[src/rtl/sensor_frame_capture_if.sv]
// Sensor-side bus of the frame capture front-end: ADC/sync inputs,
// configuration/ROI inputs and the capture outputs toward the FIFO.
interface sensor_frame_capture_if #(
  parameter int unsigned ADC_W = 10,
  parameter int unsigned OUT_W = 8,
  parameter int unsigned ROW_W = 9,
  parameter int unsigned COL_W = 10,
  parameter int unsigned DEC_W = 5,
  parameter int unsigned INT_W = 21
);
  logic [ADC_W-1:0] iADATA;
  logic             Line_Valid;
  logic             Frame_Valid;
  logic             iCFG_DONE;
  logic [DEC_W-1:0] iDEC;
  logic [ROW_W-1:0] iROW_START;
  logic [ROW_W-1:0] iROW_NUM;
  logic [COL_W-1:0] iCOL_START;
  logic [COL_W-1:0] iCOL_NUM;
  logic [INT_W-1:0] iINT_LEN;

  logic             oRST_N;
  logic             oCFG_START;
  logic [OUT_W-1:0] oDATA;
  logic             oDVAL;
  logic             oSOF;
  logic             oEOF;
  logic [7:0]       oFRAME_CNT;
  logic             oINT_TIME;
  logic             oREADY;

  // Sensor / host side
  modport master (
    output iADATA, Line_Valid, Frame_Valid, iCFG_DONE, iDEC,
           iROW_START, iROW_NUM, iCOL_START, iCOL_NUM, iINT_LEN,
    input  oRST_N, oCFG_START, oDATA, oDVAL, oSOF, oEOF,
           oFRAME_CNT, oINT_TIME, oREADY
  );

  // Capture front-end side
  modport slave (
    input  iADATA, Line_Valid, Frame_Valid, iCFG_DONE, iDEC,
           iROW_START, iROW_NUM, iCOL_START, iCOL_NUM, iINT_LEN,
    output oRST_N, oCFG_START, oDATA, oDVAL, oSOF, oEOF,
           oFRAME_CNT, oINT_TIME, oREADY
  );
endinterface

[src/rtl/sensor_frame_capture.sv]
// Sensor readout front-end: power-up/config sequencing, frame decimation,
// ROI crop, ADC truncation with a 2-cycle pipeline and exposure pulse.
module sensor_frame_capture #(
  parameter int unsigned ADC_W     = 10,
  parameter int unsigned OUT_W     = 8,
  parameter int unsigned PWRUP_CYC = 20000,
  parameter int unsigned RSTH_CYC  = 50,
  parameter int unsigned ROW_W     = 9,
  parameter int unsigned COL_W     = 10,
  parameter int unsigned DEC_W     = 5,
  parameter int unsigned INT_W     = 21
) (
  input  logic                   iCLOCK_80,
  input  logic                   iRST_N,
  sensor_frame_capture_if.slave  bus
);
  localparam int unsigned CYC_MAX = (PWRUP_CYC > RSTH_CYC) ? PWRUP_CYC : RSTH_CYC;
  localparam int unsigned CNT_W   = $clog2(CYC_MAX + 1);

  typedef enum logic [2:0] {PWR, HOLD, CFG, WCFG, RUN} state_t;

  state_t           state;
  logic [CNT_W-1:0] cyc_cnt;
  logic             rst_n_q, cfg_start_q, ready_q;

  logic             fv_s1, fv_s2, lv_s1, lv_s2;
  logic [OUT_W-1:0] ad_s1, ad_s2;

  logic [ROW_W-1:0] row_cnt, rs_q, rn_q;
  logic [COL_W-1:0] col_cnt, cs_q, cn_q;
  logic [DEC_W-1:0] dec_cnt;
  logic             captured;
  logic             dval_q, sof_q, eof_q;
  logic [7:0]       frame_cnt;
  logic [INT_W-1:0] int_cnt;

  logic             run, fv_rise, fv_fall, lv_rise, lv_fall, start, cap_eff;
  logic [ROW_W-1:0] rs_eff, rn_eff, row_eff;
  logic [COL_W-1:0] cs_eff, cn_eff, col_eff;
  logic [ROW_W:0]   row_lo, row_hi;
  logic [COL_W:0]   col_lo, col_hi;
  logic             in_row, in_col;

  assign run     = (state == RUN);
  assign fv_rise = fv_s1 & ~fv_s2;
  assign fv_fall = ~fv_s1 & fv_s2;
  assign lv_rise = lv_s1 & ~lv_s2;
  assign lv_fall = ~lv_s1 & lv_s2;
  assign start   = fv_rise & run;

  // The pixel in s1 during the frame-start cycle already belongs to the new
  // frame, so it sees the live ROI/capture decision rather than the latches.
  assign cap_eff = start ? (dec_cnt == '0) : captured;
  assign rs_eff  = start ? bus.iROW_START : rs_q;
  assign rn_eff  = start ? bus.iROW_NUM   : rn_q;
  assign cs_eff  = start ? bus.iCOL_START : cs_q;
  assign cn_eff  = start ? bus.iCOL_NUM   : cn_q;
  assign row_eff = fv_rise ? '0 : row_cnt;
  assign col_eff = lv_rise ? '0 : col_cnt;

  // One extra bit keeps start+num from wrapping back into low rows/cols
  assign row_lo = {1'b0, rs_eff};
  assign row_hi = {1'b0, rs_eff} + {1'b0, rn_eff};
  assign col_lo = {1'b0, cs_eff};
  assign col_hi = {1'b0, cs_eff} + {1'b0, cn_eff};
  assign in_row = ({1'b0, row_eff} >= row_lo) && ({1'b0, row_eff} < row_hi);
  assign in_col = ({1'b0, col_eff} >= col_lo) && ({1'b0, col_eff} < col_hi);

  // Power-up / configuration sequencer
  always_ff @(posedge iCLOCK_80) begin
    if (!iRST_N) begin
      state       <= PWR;
      cyc_cnt     <= '0;
      rst_n_q     <= 1'b0;
      cfg_start_q <= 1'b0;
      ready_q     <= 1'b0;
    end else begin
      cfg_start_q <= 1'b0;
      case (state)
        PWR: begin
          if (cyc_cnt == CNT_W'(PWRUP_CYC - 1)) begin
            state   <= HOLD;
            cyc_cnt <= '0;
            rst_n_q <= 1'b1;
          end else begin
            cyc_cnt <= cyc_cnt + 1'b1;
          end
        end
        HOLD: begin
          if (cyc_cnt == CNT_W'(RSTH_CYC - 1)) begin
            state   <= CFG;
            cyc_cnt <= '0;
          end else begin
            cyc_cnt <= cyc_cnt + 1'b1;
          end
        end
        CFG: begin
          if (!fv_s2) begin
            cfg_start_q <= 1'b1;
            state       <= WCFG;
          end
        end
        WCFG: begin
          if (bus.iCFG_DONE) begin
            state   <= RUN;
            ready_q <= 1'b1;
          end
        end
        RUN:     state <= RUN;
        default: state <= PWR;
      endcase
    end
  end

  // Two-stage input register; only the kept MSBs of the ADC word travel on
  always_ff @(posedge iCLOCK_80) begin
    if (!iRST_N) begin
      fv_s1 <= 1'b0;
      fv_s2 <= 1'b0;
      lv_s1 <= 1'b0;
      lv_s2 <= 1'b0;
      ad_s1 <= '0;
      ad_s2 <= '0;
    end else begin
      fv_s1 <= bus.Frame_Valid;
      fv_s2 <= fv_s1;
      lv_s1 <= bus.Line_Valid;
      lv_s2 <= lv_s1;
      ad_s1 <= bus.iADATA[ADC_W-1 -: OUT_W];
      ad_s2 <= ad_s1;
    end
  end

  // Frame start/end, decimation, row/col counting and the write strobe
  always_ff @(posedge iCLOCK_80) begin
    if (!iRST_N) begin
      row_cnt   <= '0;
      col_cnt   <= '0;
      rs_q      <= '0;
      rn_q      <= '0;
      cs_q      <= '0;
      cn_q      <= '0;
      dec_cnt   <= '0;
      captured  <= 1'b0;
      dval_q    <= 1'b0;
      sof_q     <= 1'b0;
      eof_q     <= 1'b0;
      frame_cnt <= '0;
    end else begin
      dval_q <= cap_eff & lv_s1 & fv_s1 & in_row & in_col;
      sof_q  <= start & (dec_cnt == '0);
      eof_q  <= fv_fall & captured;

      if (fv_rise)      row_cnt <= '0;
      else if (lv_fall) row_cnt <= row_cnt + 1'b1;

      if (lv_s1) col_cnt <= col_eff + 1'b1;

      if (start) begin
        frame_cnt <= frame_cnt + 1'b1;
        captured  <= (dec_cnt == '0);
        dec_cnt   <= (dec_cnt >= bus.iDEC) ? '0 : dec_cnt + 1'b1;
        rs_q      <= bus.iROW_START;
        rn_q      <= bus.iROW_NUM;
        cs_q      <= bus.iCOL_START;
        cn_q      <= bus.iCOL_NUM;
      end else if (fv_fall) begin
        captured  <= 1'b0;
      end
    end
  end

  // Exposure counter, (re)loaded on every frame end seen in RUN
  always_ff @(posedge iCLOCK_80) begin
    if (!iRST_N)                int_cnt <= '0;
    else if (fv_fall && run)    int_cnt <= bus.iINT_LEN;
    else if (int_cnt != '0)     int_cnt <= int_cnt - 1'b1;
  end

  assign bus.oRST_N     = rst_n_q;
  assign bus.oCFG_START = cfg_start_q;
  assign bus.oREADY     = ready_q;
  assign bus.oDATA      = ad_s2;
  assign bus.oDVAL      = dval_q;
  assign bus.oSOF       = sof_q;
  assign bus.oEOF       = eof_q;
  assign bus.oFRAME_CNT = frame_cnt;
  assign bus.oINT_TIME  = (int_cnt != '0);
endmodule

[src/flat_wrapper.sv]
// flat-port wrapper written by rule: the top's interface ports become plain ports
module sensor_frame_capture_flat 
#(
  parameter int unsigned ADC_W     = 10,
  parameter int unsigned OUT_W     = 8,
  parameter int unsigned PWRUP_CYC = 20000,
  parameter int unsigned RSTH_CYC  = 50,
  parameter int unsigned ROW_W     = 9,
  parameter int unsigned COL_W     = 10,
  parameter int unsigned DEC_W     = 5,
  parameter int unsigned INT_W     = 21
)
  (iCLOCK_80, iRST_N, bus_iADATA, bus_Line_Valid, bus_Frame_Valid, bus_iCFG_DONE, bus_iDEC, bus_iROW_START, bus_iROW_NUM, bus_iCOL_START, bus_iCOL_NUM, bus_iINT_LEN, bus_oRST_N, bus_oCFG_START, bus_oDATA, bus_oDVAL, bus_oSOF, bus_oEOF, bus_oFRAME_CNT, bus_oINT_TIME, bus_oREADY);
  sensor_frame_capture_if #(.ADC_W(ADC_W), .OUT_W(OUT_W), .ROW_W(ROW_W), .COL_W(COL_W), .DEC_W(DEC_W), .INT_W(INT_W)) bus_i ();
  input  logic iCLOCK_80;
  input  logic iRST_N;
  input wire logic [$bits(bus_i.iADATA)-1:0] bus_iADATA;
  input wire logic [$bits(bus_i.Line_Valid)-1:0] bus_Line_Valid;
  input wire logic [$bits(bus_i.Frame_Valid)-1:0] bus_Frame_Valid;
  input wire logic [$bits(bus_i.iCFG_DONE)-1:0] bus_iCFG_DONE;
  input wire logic [$bits(bus_i.iDEC)-1:0] bus_iDEC;
  input wire logic [$bits(bus_i.iROW_START)-1:0] bus_iROW_START;
  input wire logic [$bits(bus_i.iROW_NUM)-1:0] bus_iROW_NUM;
  input wire logic [$bits(bus_i.iCOL_START)-1:0] bus_iCOL_START;
  input wire logic [$bits(bus_i.iCOL_NUM)-1:0] bus_iCOL_NUM;
  input wire logic [$bits(bus_i.iINT_LEN)-1:0] bus_iINT_LEN;
  output wire logic [$bits(bus_i.oRST_N)-1:0] bus_oRST_N;
  output wire logic [$bits(bus_i.oCFG_START)-1:0] bus_oCFG_START;
  output wire logic [$bits(bus_i.oDATA)-1:0] bus_oDATA;
  output wire logic [$bits(bus_i.oDVAL)-1:0] bus_oDVAL;
  output wire logic [$bits(bus_i.oSOF)-1:0] bus_oSOF;
  output wire logic [$bits(bus_i.oEOF)-1:0] bus_oEOF;
  output wire logic [$bits(bus_i.oFRAME_CNT)-1:0] bus_oFRAME_CNT;
  output wire logic [$bits(bus_i.oINT_TIME)-1:0] bus_oINT_TIME;
  output wire logic [$bits(bus_i.oREADY)-1:0] bus_oREADY;
  assign bus_i.iADATA = bus_iADATA;
  assign bus_i.Line_Valid = bus_Line_Valid;
  assign bus_i.Frame_Valid = bus_Frame_Valid;
  assign bus_i.iCFG_DONE = bus_iCFG_DONE;
  assign bus_i.iDEC = bus_iDEC;
  assign bus_i.iROW_START = bus_iROW_START;
  assign bus_i.iROW_NUM = bus_iROW_NUM;
  assign bus_i.iCOL_START = bus_iCOL_START;
  assign bus_i.iCOL_NUM = bus_iCOL_NUM;
  assign bus_i.iINT_LEN = bus_iINT_LEN;
  assign bus_oRST_N = bus_i.oRST_N;
  assign bus_oCFG_START = bus_i.oCFG_START;
  assign bus_oDATA = bus_i.oDATA;
  assign bus_oDVAL = bus_i.oDVAL;
  assign bus_oSOF = bus_i.oSOF;
  assign bus_oEOF = bus_i.oEOF;
  assign bus_oFRAME_CNT = bus_i.oFRAME_CNT;
  assign bus_oINT_TIME = bus_i.oINT_TIME;
  assign bus_oREADY = bus_i.oREADY;
  sensor_frame_capture #(.ADC_W(ADC_W), .OUT_W(OUT_W), .PWRUP_CYC(PWRUP_CYC), .RSTH_CYC(RSTH_CYC), .ROW_W(ROW_W), .COL_W(COL_W), .DEC_W(DEC_W), .INT_W(INT_W)) u_core (.iCLOCK_80(iCLOCK_80), .iRST_N(iRST_N), .bus(bus_i));
endmodule
[config.mk]
export PLATFORM = sky130hd
export DESIGN_NAME = sensor_frame_capture_flat
export DESIGN_NICKNAME = d
export VERILOG_FILES = /design/src/rtl/sensor_frame_capture_if.sv /design/src/rtl/sensor_frame_capture.sv /design/src/flat_wrapper.sv
export SDC_FILE = /design/constraint.sdc
export NUM_CORES = 1
export LEC_CHECK = 0
export CAP_MARGIN = 20
export CORE_UTILIZATION = 30
export CTS_BUF_LIST = sky130_fd_sc_hd__clkbuf_16
export CTS_CLUSTER_SIZE = 16
export DETAILED_ROUTE_END_ITERATION = 12
export PLACE_DENSITY = 0.53
export SLEW_MARGIN = 0
export SYNTH_ARGS = -nofsm -noshare
export SYNTH_HDL_FRONTEND = slang
export SYNTH_SLANG_ARGS = --single-unit
[constraint.sdc]
create_clock -name iCLOCK_80 -period 5.8 [get_ports iCLOCK_80]
set_input_delay 1.16 -clock iCLOCK_80 [delete_from_list [all_inputs] [get_ports iCLOCK_80]]
set_output_delay 1.16 -clock iCLOCK_80 [all_outputs]
set_load 0.02 [all_outputs]
==> impl_metrics.csv <==
group,metric,value,unit
yosys,synth_ff_type,"dfxtp_1",
yosys,yosys.cell_types.count,71,
layout,stdcell_area,9520,um2
layout,utilization,0.387,
routing,ant_nets,0,
layout,fin_nets,1142,
die,dieArea,26000,um2
grt,grt_pass1_vias,6093,
worst_setup_path,r2r_slack,0.68,ns
grt,grt_max_degree,48,
yosys,yosys_warnings,0,
clocking,clkSinkCount,136,
worst_setup_path,crit_path_max_incr_delay,0.60,ns
clocking,cts_setup_buffers,0,
worst_setup_path,ff2ff_path_depth,15,
worst_setup_path,critPathMaxFanout,21,
yosys,synth_fa_ha_area_frac,0.116,
placed_design,portBuffers,99,
clocking,tritoncts,"done",
die,die_x,161,um
layout,multi_input_area,4620,um2
clocking,root_buffer,"clkbuf_16",
yosys,synth_compound_area_frac,0.120,
layout,diodes,0,
routing,firstDrtPassIters,5,
yosys,avgSynthCellArea,8.47,um2
timing,fin_setup_tns,0,ns
grt,antenna_found_initial,0,
worst_setup_path,arrival,5.46,ns
clocking,cts_inserted_buffers,17,
timing,relSlewSlack,0.414,
routing,drt-vias-per-instance,4.77,
worst_setup_path,required,6.14,ns
clocking,clkLatencyLatePin,0.43,ns
placed_design,gp_congestion,0.805,
routing,remaining_drc_errors,0,
worst_setup_path,critPathKind,"register to register",
die,num_io_pins,102,
yosys,synth-edff-count,0,
die,coreArea,24600,um2
placed_design,place_inst,1300,
layout,register_area,2720,um2
worst_setup_path,crit-reg2reg-launch,"u_core.state[2]",
worst_hold_path,holdPathEnd,"u_core.bus.oDATA[7]",
worst_hold_path,hp-class,"register to register",
yosys,async_reset_ff_frac,0,
worst_hold_path,min_path_cells,1,
clocking,htree_levels,4,
timing,worst_pin_slew,0.876,ns
yosys,synthesis.nets,1047,
die,initial_core_util,0.310,
worst_setup_path,critPathTopFamily,"simple AND/OR/NAND/NOR gates",
clocking,clk_pin_slew,0.06,ns
layout,drive_gt1_frac,0.0536,
placed_design,placed_cell_area,8960,um2
run_status,status,"complete, no violations",
power,ir_drop,160,uV
placed_design,dp_hpwl,13800,um
die,die_h,161,um
clocking,clockBufferDepth,2,
power,p_per_area,278,nW/um2
worst_hold_path,hold_start,"u_core.ad_s1[7]",
timing,rsz0062_at_grt,"false",
flow_run,max_cap_violations,0,
clocking,hold_buffers,0,
timing,slew_viol_final,0,
yosys,synthesis.area,7620,um2
routing,drt_wl_total,18900,um
timing,fmax,0.195,GHz
worst_setup_path,cp_slowest_cell,"or3b_2",
worst_setup_path,crit_buf_inv,0,
yosys,synth_simple_gate_area_share,0.248,
grt,grt_overflow_total,0,
grt,grt.total_usage,0.150,
clocking,cts_resized,0,
worst_setup_path,worstSetupEndpointType,"register",
worst_setup_path,cp_cell_sequence,"or3b_2 > nor2_4 > mux2i_1 > fa_1 > o31ai_1 > a211o_1 > a31oi_1 > nor4b_1 > nor3_1 > ha_1 > nand4_1 > nor4_1 > a2111o_1 > o2111a_1 > nor4_1",
layout,instances_no_fill,1331,
worst_setup_path,r2r_end,"u_core.bus.oDVAL",
routing,wl_per_cell,14.2,um
yosys,synth_top_family_by_area,"simple AND/OR/NAND/NOR gates",
yosys,synth_xor_area_frac,0.0919,
die,rows,57,
timing,setup_viol,0,
timing,final_hold_viol_count,0,
layout,syn_to_final_growth,24.9,%
routing,vias,6353,
routing,first_iter_violations,353,
timing,period_share,0.883,
power,power,2640,uW
layout,nFillCells,2562,
yosys,synthCells,900,
timing,fin_worst_skew,0.0110,ns
yosys,synth.mux.area_fraction,0.0302,
timing,period_minus_slack,5.12,ns
grt,grt_pass1_wl,30900,um
yosys,synth_seq_area_share,0.357,
worst_setup_path,path_common_cell,"nor4_1",
power,leakagePower,0.00405,uW
worst_setup_path,cp-start-kind,"register",
yosys,ys_ff_latch,136,
through the flow:
stage	hold WS, ns	setup WS, ns
floorplan	0.412	1.31
global placement	0.414	0.732
detailed placement	0.420	0.657
CTS	0.432	0.640
global route	0.451	0.322
finish	0.428	0.678
power breakdown:
group / internal (uW) / total (uW) / switching, uW
registers: 998 / 1060 / 65.3
logic: 255 / 521 / 266
clock network: 624 / 1060 / 434
cell type report:
type | instances | share of cell area
well taps | 324 | 0.0426
clock inverters | 14 | 0.0143
inverters | 36 | 0.0142
repair buffers | 110 | 0.113
multi-input cells | 694 | 0.485
flip-flops and latches | 136 | 0.286
clock buffers | 17 | 0.0447
registers in the layout, indices dropped and copies added (netlist names), 3 cells and up, named ones only:
name / cells
u_core.ad_s1: 8
u_core.bus.oDATA: 8
u_core.bus.oFRAME_CNT: 8
u_core.cn_q: 10
u_core.col_cnt: 10
u_core.cs_q: 10
u_core.cyc_cnt: 15
u_core.dec_cnt: 5
u_core.int_cnt: 21
u_core.rn_q: 7
u_core.row_cnt: 9
u_core.rs_q: 9
u_core.state: 3
metal layers:
layer / wire length, um / up-vias / GRT usage
met4: 246 / 0 / 0.0476
met3: 678 / 21 / 0.0300
met1: 9370 / 2907 / 0.198
li1: - / 3324 / -
met2: 8590 / 101 / 0.245
met5: 0 / - / 0
synthesized netlist by cell type, drive strengths merged, types with 4 or more instances:
cell type  number  area (um2)
ha             66         826
nor4            9        71.3
dfxtp         136        2720
nand3          31         155
nor3           21         121
xnor2          38         333
nor2b           7        43.8
a21o           10        75.1
mux2i          23         230
a211oi         13        97.6
a21oi          50         250
clkbuf         23        86.3
a31oi           9        56.3
o31ai           5        37.5
nand4          19         119
and2           43         269
buf            11        56.3
a211o           4        35.0
inv            36         135
nand2         112         423
nor2           91         349
and3           16         100
o21ai          25         129
nand2b          5        31.3
xor2           42         368
or4             5        41.3
layout by cell type, fill, tap and decap left out, drive strengths merged, types with 3 or more instances in the layout:
master / count
nand2: 112
clkinvlp: 5
and2: 43
nor3: 21
nor2b: 7
a211oi: 13
inv: 37
or4: 5
o21ai: 25
a21oi: 50
clkdlybuf4s50: 99
and3: 16
o31ai: 5
clkinv: 6
or2: 3
nand2b: 5
a211o: 4
nor4: 9
nand3: 31
ha: 66
nor2: 91
a21o: 10
xor2: 42
buf: 11
o21a: 3
clkbuf: 17
mux2i: 23
xnor2: 38
a31oi: 9
nand4: 19
dfxtp: 136
logic make-up (layout without fill, tap and decap cells):
logic type,count (synthesis),after routing
flip-flops,136,136
buffers and inverters,70,177
multiplexers,23,23
AND/OR/NAND/NOR,378,378
AO/OA/AOI/OAI,143,143
adder cells (fa/ha/maj),70,70
XOR/XNOR,80,80
how the worst max path moves through the flow:
stage	startpoint	to	slack [ns]	cells after the start
floorplan	u_core.state[0]	u_core.bus.oDVAL	1.31	18
global placement	u_core.state[2]	u_core.bus.oDVAL	0.73	15
detailed placement	u_core.state[2]	u_core.bus.oDVAL	0.66	15
CTS	u_core.state[2]	u_core.bus.oDVAL	0.64	15
global route	u_core.state[2]	u_core.bus.oDVAL	0.32	15
finish	u_core.state[2]	u_core.bus.oDVAL	0.68	15
Note: power is estimated with default switching activity, not from simulation.
